### src/rtl/uart_rx_if.sv
// uart_rx_if: serial line plus the parallel receive outputs of uart_rx.
//   rx        : asynchronous serial line, idle high
//   rx_data   : last received byte
//   rx_valid  : one-cycle pulse, rx_data is new and the frame was good
//   frame_err : one-cycle pulse, stop bit sampled low
//   busy      : receiver is inside a frame (or waiting out a break)
// master = the receiver, slave = the line driver / byte consumer.
interface uart_rx_if;
  logic       rx;
  logic [7:0] rx_data;
  logic       rx_valid;
  logic       frame_err;
  logic       busy;

  modport master (input rx, output rx_data, rx_valid, frame_err, busy);
  modport slave  (output rx, input rx_data, rx_valid, frame_err, busy);
endinterface

### src/rtl/uart_rx.sv
// uart_rx: 8N1 asynchronous serial receiver, LSB first, idle-high line.
// The line is synchronised, the start edge is qualified at mid start bit,
// then each data bit and the stop bit are sampled one bit time apart.
// Ports:
//   clk : system clock, rising edge
//   rst : synchronous active-high reset
//   bus : uart_rx_if.master (rx in; rx_data, rx_valid, frame_err, busy out)
// Optional build macro UART_RX_MAJORITY_EN: every bit decision becomes a
// 2-of-3 vote over the last three synchronised samples, decided at the same
// cycle as the single-sample version so timing does not change.
module uart_rx #(
  parameter int BAUD_RATE   = 115_200,
  parameter int CLOCK_SPEED = 50_000_000,
  parameter int BAUD_WIDTH  = int'(CLOCK_SPEED / BAUD_RATE),
  parameter int HALF_WIDTH  = BAUD_WIDTH / 2
) (
  input  logic      clk,
  input  logic      rst,
  uart_rx_if.master bus
);

  localparam int CW = $clog2(BAUD_WIDTH);
  localparam logic [CW-1:0] HALF_LAST = CW'(HALF_WIDTH - 1);
  localparam logic [CW-1:0] BAUD_LAST = CW'(BAUD_WIDTH - 1);

  typedef enum logic [4:0] {
    IDLE  = 5'b00001,
    START = 5'b00010,
    DATA  = 5'b00100,
    STOP  = 5'b01000,
    BREAK = 5'b10000
  } state_t;

  state_t        state, state_nxt;
  logic [CW-1:0] cnt, cnt_nxt;
  logic [2:0]    idx, idx_nxt;
  logic [7:0]    shreg, shreg_nxt;
  logic [7:0]    data_q, data_nxt;
  logic          valid_q, valid_nxt;
  logic          err_q, err_nxt;
  logic          rx_meta, rx_s;
  logic          bit_val;

  // Two-flop synchroniser; both flops reset to the idle level so reset
  // never looks like a start edge.
  // NOTE: sequential state uses non-blocking assignments so every flop
  // samples the pre-edge value of its neighbours.
  always_ff @(posedge clk) begin
    if (rst) begin
      rx_meta <= 1'b1;
      rx_s    <= 1'b1;
    end else begin
      rx_meta <= bus.rx;
      rx_s    <= rx_meta;
    end
  end

`ifdef UART_RX_MAJORITY_EN
  // hist holds rx_s from the two previous cycles, so at the nominal sample
  // point the vote spans cnt==S-2, S-1 and S.
  logic [1:0] hist;
  always_ff @(posedge clk) begin
    if (rst) hist <= 2'b11;
    else     hist <= {hist[0], rx_s};
  end
  assign bit_val = (hist[1] & hist[0]) | (hist[1] & rx_s) | (hist[0] & rx_s);
`else
  assign bit_val = rx_s;
`endif

  // NOTE: every output of this block gets a default first, so no path can
  // leave a variable unassigned and infer a latch.
  always_comb begin
    state_nxt = state;
    cnt_nxt   = cnt;
    idx_nxt   = idx;
    shreg_nxt = shreg;
    data_nxt  = data_q;
    valid_nxt = 1'b0;
    err_nxt   = 1'b0;
    unique case (state)
      IDLE: begin
        if (!rx_s) begin
          state_nxt = START;
          cnt_nxt   = '0;
        end
      end
      START: begin
        if (cnt == HALF_LAST) begin
          cnt_nxt   = '0;
          idx_nxt   = '0;
          // A line that is high again by mid start bit was only a glitch.
          state_nxt = bit_val ? IDLE : DATA;
        end else begin
          cnt_nxt = cnt + CW'(1);
        end
      end
      DATA: begin
        if (cnt == BAUD_LAST) begin
          // Right shift: after eight bits the first one received is bit 0.
          shreg_nxt = {bit_val, shreg[7:1]};
          cnt_nxt   = '0;
          idx_nxt   = idx + 3'd1;
          if (idx == 3'd7) state_nxt = STOP;
        end else begin
          cnt_nxt = cnt + CW'(1);
        end
      end
      STOP: begin
        if (cnt == BAUD_LAST) begin
          cnt_nxt = '0;
          if (bit_val) begin
            data_nxt  = shreg;
            valid_nxt = 1'b1;
            state_nxt = IDLE;
          end else begin
            err_nxt   = 1'b1;
            state_nxt = BREAK;
          end
        end else begin
          cnt_nxt = cnt + CW'(1);
        end
      end
      BREAK: begin
        // Wait for the line to return high so a held-low line never
        // masquerades as a new start bit.
        if (rx_s) state_nxt = IDLE;
      end
      default: state_nxt = IDLE;
    endcase
  end

  always_ff @(posedge clk) begin
    if (rst) begin
      state   <= IDLE;
      cnt     <= '0;
      idx     <= '0;
      data_q  <= 8'h00;
      valid_q <= 1'b0;
      err_q   <= 1'b0;
    end else begin
      state   <= state_nxt;
      cnt     <= cnt_nxt;
      idx     <= idx_nxt;
      data_q  <= data_nxt;
      valid_q <= valid_nxt;
      err_q   <= err_nxt;
    end
  end

  // NOTE: the shift register is left out of reset on purpose: all eight
  // bits are rewritten by a frame before it is ever copied to rx_data.
  always_ff @(posedge clk) begin
    shreg <= shreg_nxt;
  end

  assign bus.rx_data   = data_q;
  assign bus.rx_valid  = valid_q;
  assign bus.frame_err = err_q;
  assign bus.busy      = (state != IDLE);

endmodule

### src/flat_wrapper.sv
// flat-port wrapper written by rule: the top's interface ports become plain ports
module uart_rx_flat 
#(
  parameter int BAUD_RATE   = 115_200,
  parameter int CLOCK_SPEED = 50_000_000,
  parameter int BAUD_WIDTH  = int'(CLOCK_SPEED / BAUD_RATE),
  parameter int HALF_WIDTH  = BAUD_WIDTH / 2
)
  (clk, rst, bus_rx, bus_rx_data, bus_rx_valid, bus_frame_err, bus_busy);
  uart_rx_if bus_i ();
  input  logic clk;
  input  logic rst;
  input wire logic [$bits(bus_i.rx)-1:0] bus_rx;
  output wire logic [$bits(bus_i.rx_data)-1:0] bus_rx_data;
  output wire logic [$bits(bus_i.rx_valid)-1:0] bus_rx_valid;
  output wire logic [$bits(bus_i.frame_err)-1:0] bus_frame_err;
  output wire logic [$bits(bus_i.busy)-1:0] bus_busy;
  assign bus_i.rx = bus_rx;
  assign bus_rx_data = bus_i.rx_data;
  assign bus_rx_valid = bus_i.rx_valid;
  assign bus_frame_err = bus_i.frame_err;
  assign bus_busy = bus_i.busy;
  uart_rx #(.BAUD_RATE(BAUD_RATE), .CLOCK_SPEED(CLOCK_SPEED), .BAUD_WIDTH(BAUD_WIDTH), .HALF_WIDTH(HALF_WIDTH)) u_core (.clk(clk), .rst(rst), .bus(bus_i));
endmodule
### config.mk
export PLATFORM = sky130hd
export DESIGN_NAME = uart_rx_flat
export DESIGN_NICKNAME = d
export VERILOG_FILES = /design/src/rtl/uart_rx_if.sv /design/src/rtl/uart_rx.sv /design/src/flat_wrapper.sv
export SDC_FILE = /design/constraint.sdc
export NUM_CORES = 1
export LEC_CHECK = 0
export BUFFER_PORTS_ARGS = -buffer_cell sky130_fd_sc_hd__buf_2
export CAP_MARGIN = 10
export CORE_ASPECT_RATIO = 0.75
export CORE_UTILIZATION = 62
export DETAILED_ROUTE_END_ITERATION = 16
export PLACE_DENSITY = 0.82
export SLEW_MARGIN = 25
export SYNTH_ARGS = -nofsm -noshare
export SYNTH_HDL_FRONTEND = slang
export SYNTH_SLANG_ARGS = --single-unit
export TNS_END_PERCENT = 5
### constraint.sdc
create_clock -name clk -period 3.1 [get_ports clk]
set_clock_uncertainty 0.15 [all_clocks]
set_input_delay 0 -clock clk [delete_from_list [all_inputs] [get_ports clk]]
set_output_delay 0 -clock clk [all_outputs]
set_load 0.02 [all_outputs]
# --- Word-level counts from Yosys, hierarchy flattened ---
# Index checks and enable logic that the tools add are counted.
op_classes:
  n_div: 0
  eq_ne: 15
  reduce_logical: 9
  n_shift: 0
  n_addsub: 2
  order_cmp: 0
  muxes: 18
  bitwise_logic: 2
  mul: 0
ops:
  columns: ["operator", "n"]
  rows:
  - ["$mux W5", 7]
  - ["$mux W9", 3]
  - ["$pmux W9 S3", 1]
  - ["$pmux W5 S5", 1]
  - ["$ne A2 B1 Y1 const B", 5]
  - ["$add A9 B1 Y9 const B", 1]
  - ["$eq A9 B8 Y1 const B", 1]
  - ["$eq A9 B9 Y1 const B", 1]
  - ["$mux W3", 3]
  - ["$pmux W3 S2", 1]
  - ["$reduce_and A3 Y1", 2]
  - ["$reduce_and A6 Y1", 1]
  - ["$eq A5 B1 Y1 const B", 1]
  - ["$eq A5 B2 Y1 const B", 1]
  - ["$eq A5 B3 Y1 const B", 1]
  - ["$eq A5 B4 Y1 const B", 1]
  - ["$eq A5 B5 Y1 const B", 1]
  - ["$ne A5 B1 Y1 const B", 1]
  - ["$reduce_and A2 Y1", 2]
  - ["$add A3 B1 Y3 const B", 1]
  - ["$eq A3 B3 Y1 const B", 1]
  - ["$reduce_bool A3 Y1", 1]
  - ["$reduce_or A3 Y1", 1]
  - ["$mux W1", 2]
  - ["other kinds (4)", 5]
totals:
  latch_bits: 0
  register_bits: 37
  input_bits: 3
  memories: 0
  ramBits: 0
  rom_bits: 0

# --- Longest topological paths before layout ---
# Gate-level depths: netlist of the first run.
depth:
  depth_word: 4
  depth_mapped: 8

# --- Worst setup path after synthesis of the first run ---
# Ideal clock, no wire load.
synth_timing:
  path_kind: "register to register"
  start: "register u_core.cnt[2]"
  end: "register u_core.idx[1]"
  path_stages_with_launch: 6
  path_slack_ns: 0.983
  required_ns: 2.822
  path_buffers: 0
  period_less_slack_ns: 2.117
  t_arrival_ns: 1.840
  cell_sequence: "dfxtp_1 -> or4b_4 -> nor4_4 -> mux2i_1 -> a22oi_1 -> nor2_1"
synth_via:
  elab_chain_cells: 3
  word_cells_on_any_way: 5
  cone_classes: "4 x eq/ne; 1 x reduce/logical"
synth_lines:
  columns: ["item", "line", "rtl"]
  rows:
  - ["from (decl)", "uart_rx.sv:35", "logic [CW-1:0] cnt, cnt_nxt;"]
  - ["from (signal assigned)", "uart_rx.sv:143", "cnt <= cnt_nxt;"]
  - ["$eq A9 B9 Y1 or $eq A9 B8 Y1 (tied branches)", "uart_rx.sv:99, uart_rx.sv:89", null]
  - ["$ne A2 B1 Y1 (no line)", null, null]
  - ["$reduce_and A3 Y1 (no line) *", null, null]
  - ["to (signal assigned)", "uart_rx.sv:144", "idx <= idx_nxt;"]
  - ["to (decl)", "uart_rx.sv:36", "logic [2:0] idx, idx_nxt;"]
# Mark *: on every way between the ends. The rest lies on a longest branch, timed or not.
# A chain may end at the register's enable or synchronous reset.

# --- Worst setup path in the final report of the first run ---
layout_timing:
  start: "register u_core.cnt[2]"
  end: "register u_core.state[4]"
layout_via:
  elab_chain_cells: 3
  word_cells_on_any_way: 6
  cone_classes: "5 x eq/ne; 1 x reduce/logical"
layout_lines:
  columns: ["item", "line", "rtl"]
  rows:
  - ["$eq A9 B9 Y1 or $eq A9 B8 Y1 (tied branches)", "uart_rx.sv:99, uart_rx.sv:110, uart_rx.sv:89", null]
  - ["$ne A2 B1 Y1 (no line)", null, null]
  - ["$reduce_and A6 Y1 (no line) *", null, null]
  - ["to (signal assigned)", "uart_rx.sv:142", "state <= state_nxt;"]
  - ["to (decl)", "uart_rx.sv:34", "state_t state, state_nxt;"]
# Marks and branches as above.

==> results.md, run 1 <==
- Wire per inst: 14.2 um
- Max Buffers Root-to-Sink: 2
- Setup_tns: 0 ns
- Vias: 1374
- Initial core utilization: about two thirds
- DR pass1 iterations: 4
- Class of the worst hold path: in -> reg
- Syn. warnings: 0
- 1st-iter DRT viols: 100
- Synthesized Nets: roughly 190
- FF-to-FF path depth: 6
- RSZ-0062 raised after global routing: false
- Clk pwr share: 31.2%
- Fill cell count: 207
- Final ANT Viol Nets: 0
- Reg clk slew, reported paths: 0.11 ns
- Mapped cell area: around 1700 um^2
- R2R setup slack: 0.75 ns
- Crit-path slowest cell: or4b_4
- Global route overflow: 0
- All-Layer GR Usage: 25.0%
- Die Ht: 47.4 um
- P_sw: 0.182 mW
- Startpoint types: register
- Yosys reg bits: 37
- Ports: 14
- Share of cells above drive strength 1: about 15%
- Synth area leader: dfxtp_1
- CP peak stage delay: 0.60 ns
- CP Max Fanout: 11
- Largest net degree at the start of global routing: 38
- Post-DP HPWL: 2.34 mm
- Fin worst setup slack: ~0.75 ns
- Num CTS Buffers: 5
- P&R area growth vs syn: 9.34%
- Combinational power share: 4.8%
- Pwr Density: 417 nW/um^2
- Leakage: 0.729 nW
- Crit-path cells: or4b_4 -> nor2_4 -> o32ai_2 -> buf_4 -> a211o_1 -> mux2_4
- Final GP Congestion: 0.879
- Number of synthesized flops with an enable pin: 8
- Net Sw Frac: a little under a quarter
- Worst hold slack: 0.231 ns
- Postcts setup bufs: 0
- # diodes: 0
- Vias per cell: between 5 and 6
- CTS tree: yes
- Setup WS pre-CTS: 0.798 ns
- Crit end category: register
- Period utilisation layout: 75.8%
- Global-route wire length before repair: 5.37 mm
- Slew Viols, Final: 0
- Most common cell after layout, fill and taps aside: dfxtp_1
- Relative slew margins: 56.8%
- Area contributors post-synth: dfxtp_1, edfxtp_1, nand2_1, nor2_1, ha_1
- Setup Viol. Count Final: 0
- Share of the synthesized area in the top cell type: 34.1%
- Max-cap violations: 0
- Post-synthesis async set-or-reset flop share: 0%
- Clock Sinks: 37
- Final #Nets: 208
- Standard-cell rows: 16
- Register area share after synthesis: 48.3%
- DRC: 0
- Worst Path Arrival: approximately 2.4 ns
- Mapped Cells: ~190
- Crit path depth: 6
- Hold Vio Cnt, Final: 0
- Synthesized area per cell: 9.19 um^2
- Synth Flop Type: dfxtp_1
- Number of global-route vias before repair: 1151
- Yosys cell types: 43
- Flop pwr share: between 60 and 70%
- Total core area: 2600 um^2
- Tmin final: around 2.4 ns
- Maximum clock frequency: 425 MHz
- WL final: about 3.4 mm
- Port-buffer cells: 13
- Status: finished, final reports clean
- Die width: 62.5 um
- CTS root buffer: clkbuf_4
- Number of gates resized after cts: 0
- Crit path buffers/inverters: 1
- Crit Path Category: reg -> reg
- Most frequent cells in the layout: dfxtp_1, nand2_1, nor2_1
- Initial antenna violation count: 0
- Crit-path leading delay family: simple AND/OR/NAND/NOR gates
- Skew-Pair Late Insertion Delay: roughly 0.35 ns
- Worst hold stages: 3
- Full die area: 2960 um^2
- Int Power: 0.594 mW
- Worst slew pin tran: 0.632 ns
- Req. time, crit path: 3.18 ns
- Peak VDD IR: ~0.25 mV
- H-tree levels: 2
-- tightest hold or removal path, stage by stage --
cell and delay (ns):
dlygate4sd3_1 0.52, buf_2 0.09, or2_2 0.08
-- registers in the layout, indices dropped and copies added, names as in the netlist --
register	cells
u_core.bit_val	1
u_core.bus.frame_err	1
u_core.bus.rx_data	8
u_core.bus.rx_valid	1
u_core.cnt	9
u_core.idx	3
u_core.rx_meta	1
u_core.shreg	8
u_core.state	5
-- cell families after synthesis --
group	Yosys count	share of synthesized area [%]
and+or+nand+nor	95	29.8
DFF	37	48.3
AOI/OAI and AO/OA	28	10.7
buffers and inverters	13	3.02
adders and majority gates	5	3.68
muxes	4	2.94
xor gates and xnor gates	3	1.55
-- worst paths after layout --
kind	from	endpoint
min reg2reg	u_core.rx_meta	u_core.bit_val
min	bus_rx	u_core.rx_meta
max	u_core.cnt[2]	u_core.state[4]
max reg2reg	u_core.cnt[2]	u_core.state[4]
-- metrics by stage --
stage                     instance area [um^2]  util, %  power [mW]  cells
after global placement                    1790     68.8       0.540    227
after global routing                      1860     71.4       0.802    237
final                                     1860     71.4       0.776    237
after floorplan                           1700        -       0.534    185
after CTS                                 1860     71.4       0.779    237
after detailed placement                  1790     68.8       0.541    227
-- cell type report --
cell class	instances	area, um^2	share of cell area (%)
clock buffer	7	45.0	2.42
timing repair buffer	17	100	5.38
tap	36	45.0	2.42
multi-input combinational	135	828	44.5
sequential	37	821	44.1
clock inverter	1	5.00	0.269
inverter	4	15.0	0.808
-- cell usage after synthesis (all sizes together) (2+ instances only) --
cell    number
dfxtp       29
nand2       28
nor2        21
a21oi        9
edfxtp       8
nor3         8
clkbuf       6
o21ai        6
a22oi        5
ha           5
nand3        5
nor3b        5
inv          4
nand2b       4
or2          4
and3         3
buf          3
nand4        3
nor4         3
mux2         2
mux2i        2
nor2b        2
nor4b        2
o32ai        2
or3          2
xnor2        2
-- power groups by stage --
stage | clock network (mW) | logic, mW | registers, mW
3_3_place_gp | 0 | 0.0327 | 0.508
3_5_place_dp | 0 | 0.0337 | 0.508
2_1_floorplan | 0 | 0.0279 | 0.506
5_1_grt | 0.264 | 0.0402 | 0.498
4_1_cts | 0.246 | 0.0362 | 0.497
6_report | 0.242 | 0.0369 | 0.497
-- layer usage --
metal | track usage (%) | wire length [um]
met2 | 38.9 | 1550
met4 | 14.4 | 26
met1 | 32.1 | 1590
met3 | 7.28 | 214
met5 | 0 | 0
-- timing repair --
| item | 4_1_cts | 5_1_grt |
|---|---|---|
| endpoints found under the setup margin | 0 | 0 |
| hold buffers | 2 | 0 |
| endpoints found under the hold margin | 2 | 0 |
No activity file was read; power rests on OpenSTA's default activity.
==> inputs of run 2 (changes only) <==
--- a/config.mk
+++ b/config.mk
@@ -5,12 +5,13 @@
 export SDC_FILE = /design/constraint.sdc
 export NUM_CORES = 1
 export LEC_CHECK = 0
+export ABC_AREA = 1
 export BUFFER_PORTS_ARGS = -buffer_cell sky130_fd_sc_hd__buf_2
 export CAP_MARGIN = 10
 export CORE_ASPECT_RATIO = 0.75
-export CORE_UTILIZATION = 62
+export CORE_UTILIZATION = 53
 export DETAILED_ROUTE_END_ITERATION = 16
-export PLACE_DENSITY = 0.82
+export PLACE_DENSITY = 0.74
 export SLEW_MARGIN = 25
 export SYNTH_ARGS = -nofsm -noshare
 export SYNTH_HDL_FRONTEND = slang
==> constraint.sdc (replaced) <==
create_clock -name clk -period 2.07 [get_ports clk]
set_clock_uncertainty 0.15 [all_clocks]
set_input_delay 0 -clock clk [delete_from_list [all_inputs] [get_ports clk]]
set_output_delay 0 -clock clk [all_outputs]
set_load 0.02 [all_outputs]
==> run 2 against run 1 <==
  * Die area increased by 26%
  * Fmax increased by 33%
  * Via count increased by 9.3%
  * Largest power group unchanged
  * Clock power increased by 100%
  * Wire length increased by 8.9%
  * Synthesized cell count increased by 23%
  * Sequential cell count unchanged
  * Combinational power increased to 14 times the previous value
  * Critical path depth unchanged
  * Register-to-register slack got worse by 0.45 ns
  * Global-route usage decreased by 3.8 points
  * First-iteration DRC count increased by 54%
==> results.md, run 2 <==
- Final #Nets: approximately 260
- RSZ-0062 raised after global routing: false
- Reg clk slew, reported paths: 0.07 ns
- Largest net degree at the start of global routing: 17
- Postcts setup bufs: 0
- Leakage: about 0.90 nW
- Initial antenna violation count: 0
- Number of global-route vias before repair: 1304
- Yosys reg bits: 37
- Post-synthesis async set-or-reset flop share: 0%
- Most frequent cells in the layout: nand2_1, inv_1, dfxtp_1
- Worst slew pin tran: 0.413 ns
- Max Buffers Root-to-Sink: 2
- Hold Vio Cnt, Final: 0
- Req. time, crit path: 2.09 ns
- Global-route wire length before repair: between 6 and 7 mm
- H-tree levels: 2
- Post-Layout Cell Count: 289
- DRC: 0
- Total core area: between 3000 and 4000 um^2
- Register area share after synthesis: 44.3%
- Port-buffer cells: 13
- Maximum clock frequency: 564 MHz
- Vias: 1502
- Worst Path Arrival: between 1.5 and 2 ns
- Reg with most FFs: u_core.cnt
- Ports: 14
- Hold Buf Count CTS: 2
- Period utilisation layout: 85.6%
- Most frequent cell after synthesis: nand2_1
- CTS root buffer: clkbuf_8
- Mapped cell area: 1850 um^2
- Final GP Congestion: 0.824
- Pwr Density: 885 nW/um^2
- Cell count after placement: 279
- Slew Viols, Final: 0
- Clock Sinks: 37
- Status: finished, final reports clean
- Full die area: about 3700 um^2
- CTS tree: yes
- Synth area leader: dfxtp_1
- 1st-iter DRT viols: between 150 and 200
- Yosys cell types: 29
- Initial core utilization: 55.9%
- Crit Path Category: reg -> reg
- Storage element area: between 800 and 900 um^2
- Most common cell after layout, fill and taps aside: nand2_1
- Peak VDD IR: 0.518 mV
- Post-DP HPWL: 2.63 mm
- Area contributors post-synth: dfxtp_1, edfxtp_1, nand2_1, nand3_1, inv_1
- Synth Flop Type: dfxtp_1
- Relative slew margins: between 70 and 80%
- Fill cell count: 306
- Mapped Cells: 228
- Die width: 70.3 um
- Final ANT Viol Nets: 0
- WL final: 3.68 mm
- Max-cap violations: 0
- Startpoint types: register
- Setup Viol. Count Final: 0
- Share of the synthesized area in the top cell type: 31.4%
- Standard-cell rows: 18
- All-Layer GR Usage: 21.2%
- Setup WS pre-CTS: 0.336 ns
- Number of synthesized flops with an enable pin: 8
- Max FFs per register: 9
- Tmin final: 1.77 ns
- Synthesized Nets: 236
- DR pass1 iterations: 5
- Class of the worst hold path: reg -> reg
- Vias per cell: 5.20
- Crit end category: register
- Wire per inst: approximately 13 um
- Total power: roughly 1.8 mW
- Skew-Pair Late Insertion Delay: between 0.2 and 0.3 ns
- Setup_tns: 0 ns
- Syn. warnings: 0
- CP Max Fanout: 16
- Multi-input logic area: roughly 900 um^2
- Synthesized area per cell: 8.12 um^2
- P&R area growth vs syn: 11.5%
- Number of gates resized after cts: 0
- Top cells by count, synth: nand2_1, dfxtp_1, inv_1, nand3_1
- Die Ht: 53.2 um
- Fin worst setup slack: 0.298 ns
- Share of cells above drive strength 1: between 10% and 20%
- Global route overflow: 0
- Num CTS Buffers: 5
- # diodes: 0
-- run 2: metal layers --
layer  vias to the layer above  part of all wire, %  GRT usage [%]
met2                        41                   41           31.7
met1                       668                   52           30.0
met3                         5                  6.1           4.95
met4                         0                 0.98           7.00
met5                         -                    0              0
li1                        788                    -              -
-- run 2: cell type report --
| type | instances | area share, % |
|---|---|---|
| clock buffers | 6 | 3.52 |
| flip-flops and latches | 37 | 39.8 |
| inverters | 31 | 5.64 |
| repair buffers | 16 | 4.48 |
| multi-input cells | 157 | 43.7 |
| clock inverters | 2 | 0.485 |
| well taps | 40 | 2.42 |
-- run 2: logic make-up after synthesis --
kind of cell             count (synthesis)  share of synthesized area, %
AND/OR/NAND/NOR                        117                          34.9
buffers and inverters                   34                          6.96
AO/OA/AOI/OAI                           31                          8.58
adder cells (fa/ha/maj)                  5                          3.38
XOR/XNOR                                 4                          1.89
flip-flops                              37                          44.3
-- run 2: power breakdown --
group          total [mW]  internal (mW)  switching [mW]
sequential          0.814          0.771          0.0425
clock               0.484          0.233           0.251
combinational       0.529          0.172           0.357
total                1.83           1.18           0.651
-- run 2: critical path: stages (launching register included) --
cell,delay [ns]
dfxtp_1,0.40
ha_1,0.17
nand2_1,0.08
nor2_4,0.15
nand4_2,0.33
o21ai_0,0.30
a21oi_1,0.06
-- run 2: worst paths after layout --
kind | start | to | slack [ns] | cells past startpoint
worst max-delay path | u_core.cnt[0] | u_core.bus.rx_data[2] | 0.30 | 6
worst min register to register | u_core.rx_meta | u_core.bit_val | 0.26 | 1
worst max register to register | u_core.cnt[0] | u_core.bus.rx_data[2] | 0.30 | 6
worst min-delay path | u_core.rx_meta | u_core.bit_val | 0.26 | 1
-- run 2: through the flow --
stage | utilization [%] | hold slack, ns | instance area (um^2)
final | 62.4 | 0.260 | 2060
after global routing | 62.4 | 0.284 | 2060
after CTS | 62.4 | 0.260 | 2060
after detailed placement | 59.3 | 0.0447 | 1960
after global placement | 59.3 | 0.0407 | 1960
after floorplan | - | -0.0809 | 1850
==> inputs of run 3 (changes only) <==
--- a/config.mk
+++ b/config.mk
@@ -11,6 +11,7 @@
 export CORE_ASPECT_RATIO = 0.75
 export CORE_UTILIZATION = 53
 export DETAILED_ROUTE_END_ITERATION = 16
+export MAX_ROUTING_LAYER = met4
 export PLACE_DENSITY = 0.74
 export SLEW_MARGIN = 25
 export SYNTH_ARGS = -nofsm -noshare
==> run 3 against run 2 <==
  * Sequential cell count unchanged
  * Critical endpoint unchanged
  * Sequential power is essentially flat
  * Critical path type unchanged
  * Worst hold slack barely moved
  * Register-to-register slack barely moved
==> results.md, run 3 (synthesis results as in run 2) <==
- Die width: 70.3 um
- 1st-iter DRT viols: 154
- Setup Viol. Count Final: 0
- Number of gates resized after cts: 0
- R2R setup slack: 0.30 ns
- Final instance area: approximately 2100 um^2
- Startpoint types: register
- Clock Sinks: 37
- All-Layer GR Usage: 21.8%
- Post-DP HPWL: ~2.6 mm
- Hold Buf Count CTS: 2
- Max-cap violations: 0
- Met3 WL: 280 um
- Reg clk slew, reported paths: 0.07 ns
- Pwr Density: a little under 900 nW/um^2
- Max FFs per register: 9
- Placed Area: 1960 um^2
- Skew-Pair Late Insertion Delay: about 0.29 ns
- RSZ-0062 raised after global routing: false
- Standard-cell rows: 18
- RR Endpoint: u_core.bus.rx_data[2]
- Clk pwr share: 26.5%
- Maximum clock frequency: 564 MHz
- Total power: 1.83 mW
- Vias: 1503
- CTS tree: yes
- Ports: 14
- Number of global-route vias before repair: 1304
- Peak VDD IR: between 0.5 and 0.6 mV
- Net Sw Frac: a little over a third
- Global-route wire length before repair: about 6.0 mm
- Highest metal used: met4
- Flop pwr share: 44.6%
- Initial antenna violation count: 0
- P&R area growth vs syn: 11.5%
- DRC: 0
- Status: finished, final reports clean
- Final GP Congestion: 0.837
- Worst Path Arrival: between 1.5 and 2 ns
- Port-buffer cells: 13
- WL met2: 1.49 mm
- Final ANT Viol Nets: 0
- # diodes: 0
- Worst slew pin tran: around 0.42 ns
- H-tree levels: 2
- Global route overflow: 0
- Setup_tns: 0 ns
- Met1 WL: 1.86 mm
- CP Max Fanout: 16
- Relative slew margins: 72.3%
- Reg with most FFs: u_core.cnt
- Largest net degree at the start of global routing: 17
- Num CTS Buffers: 5
- FF-to-FF path depth: 6
- Critical R2R Launch: u_core.cnt[0]
- Full die area: 3740 um^2
- Hold Vio Cnt, Final: 0
- Share of cells above drive strength 1: 18.9%
- Max Buffers Root-to-Sink: 2
- Final #Nets: 256
- Postcts setup bufs: 0
- CTS root buffer: clkbuf_8
- Crit Path Category: reg -> reg
- Total core area: 3310 um^2
- Min-Delay Endpoint: u_core.bit_val
- Most common cell after layout, fill and taps aside: nand2_1
- Tmin final: 1.77 ns
- WL final: around 3.7 mm
- Initial core utilization: 55.9%
- DR pass1 iterations: 5
- Req. time, crit path: 2.08 ns
- P_sw: 0.650 mW
- Worst hold stages: 1
- Leakage: approximately 0.9 nW
- Wire per inst: 12.7 um
- Crit end category: register
- Class of the worst hold path: reg -> reg
- Int Power: 1.18 mW
- Die Ht: 53.2 um
- Worst Hold Launch: u_core.rx_meta
- Vias per cell: 5.20
- Slew Viols, Final: 0
- Most frequent cells in the layout: nand2_1, inv_1, dfxtp_1
- Combinational power share: around 29%
- Period utilisation layout: 85.6%
[run 3: cell counts in the layout (fill, tap and decap cells not counted)]
Identical to the previous run, type by type.
[run 3: worst max-delay path, stage by stage (launching register included)]
cell	delay (ns)
dfxtp_1	0.40
ha_1	0.17
nand2_1	0.08
nor2_4	0.15
nand4_2	0.33
o21ai_0	0.30
a21oi_1	0.06
[run 3: cell type report]
type | count | area [um^2]
Inverter | 31 | 116
Fill cell | 306 | 1250
Tap cell | 40 | 50.0
Timing Repair Buffer | 16 | 92.6
Clock inverter | 2 | 10.0
Sequential cell | 37 | 821
Clock buffer | 6 | 72.6
Multi-Input combinational cell | 157 | 902
[run 3: routing by layer]
| metal | vias to the layer above | GRT usage (%) |
|---|---|---|
| met1 | 657 | 30.2 |
| met3 | 7 | 4.95 |
| met2 | 51 | 31.4 |
| met5 | - | - |
| met4 | 0 | 7.00 |
| li1 | 788 | - |
[run 3: worst max-delay path by stage]
stage	cells after the start	slack, ns	start	end
after global placement	6	0.39	u_core.cnt[0]	u_core.bus.rx_data[3]
after CTS	6	0.31	u_core.cnt[0]	u_core.bus.rx_data[6]
after global routing	6	0.15	u_core.cnt[0]	u_core.bus.rx_data[2]
after detailed placement	6	0.34	u_core.cnt[0]	u_core.bus.rx_data[6]
after floorplan	5	0.43	u_core.cnt[0]	u_core.shreg[0]
final	6	0.30	u_core.cnt[0]	u_core.bus.rx_data[2]
[run 3: through the flow]
step,worst slack (ns),instances,hold WS (ns),utilization [%]
6_report,0.298,289,0.260,62.4
3_5_place_dp,0.336,279,0.0447,59.3
3_3_place_gp,0.387,279,0.0407,59.3
5_1_grt,0.150,289,0.284,62.4
4_1_cts,0.312,289,0.260,62.4
2_1_floorplan,0.431,228,-0.0809,-
[run 3: power groups by stage]
| stage | Clock (mW) | Combinational [mW] | Sequential (mW) |
|---|---|---|---|
| 2_1_floorplan | 0 | 0.416 | 0.822 |
| 3_3_place_gp | 0 | 0.516 | 0.829 |
| 3_5_place_dp | 0 | 0.514 | 0.830 |
| 4_1_cts | 0.496 | 0.520 | 0.813 |
| 5_1_grt | 0.516 | 0.575 | 0.818 |
| 6_report | 0.485 | 0.528 | 0.814 |
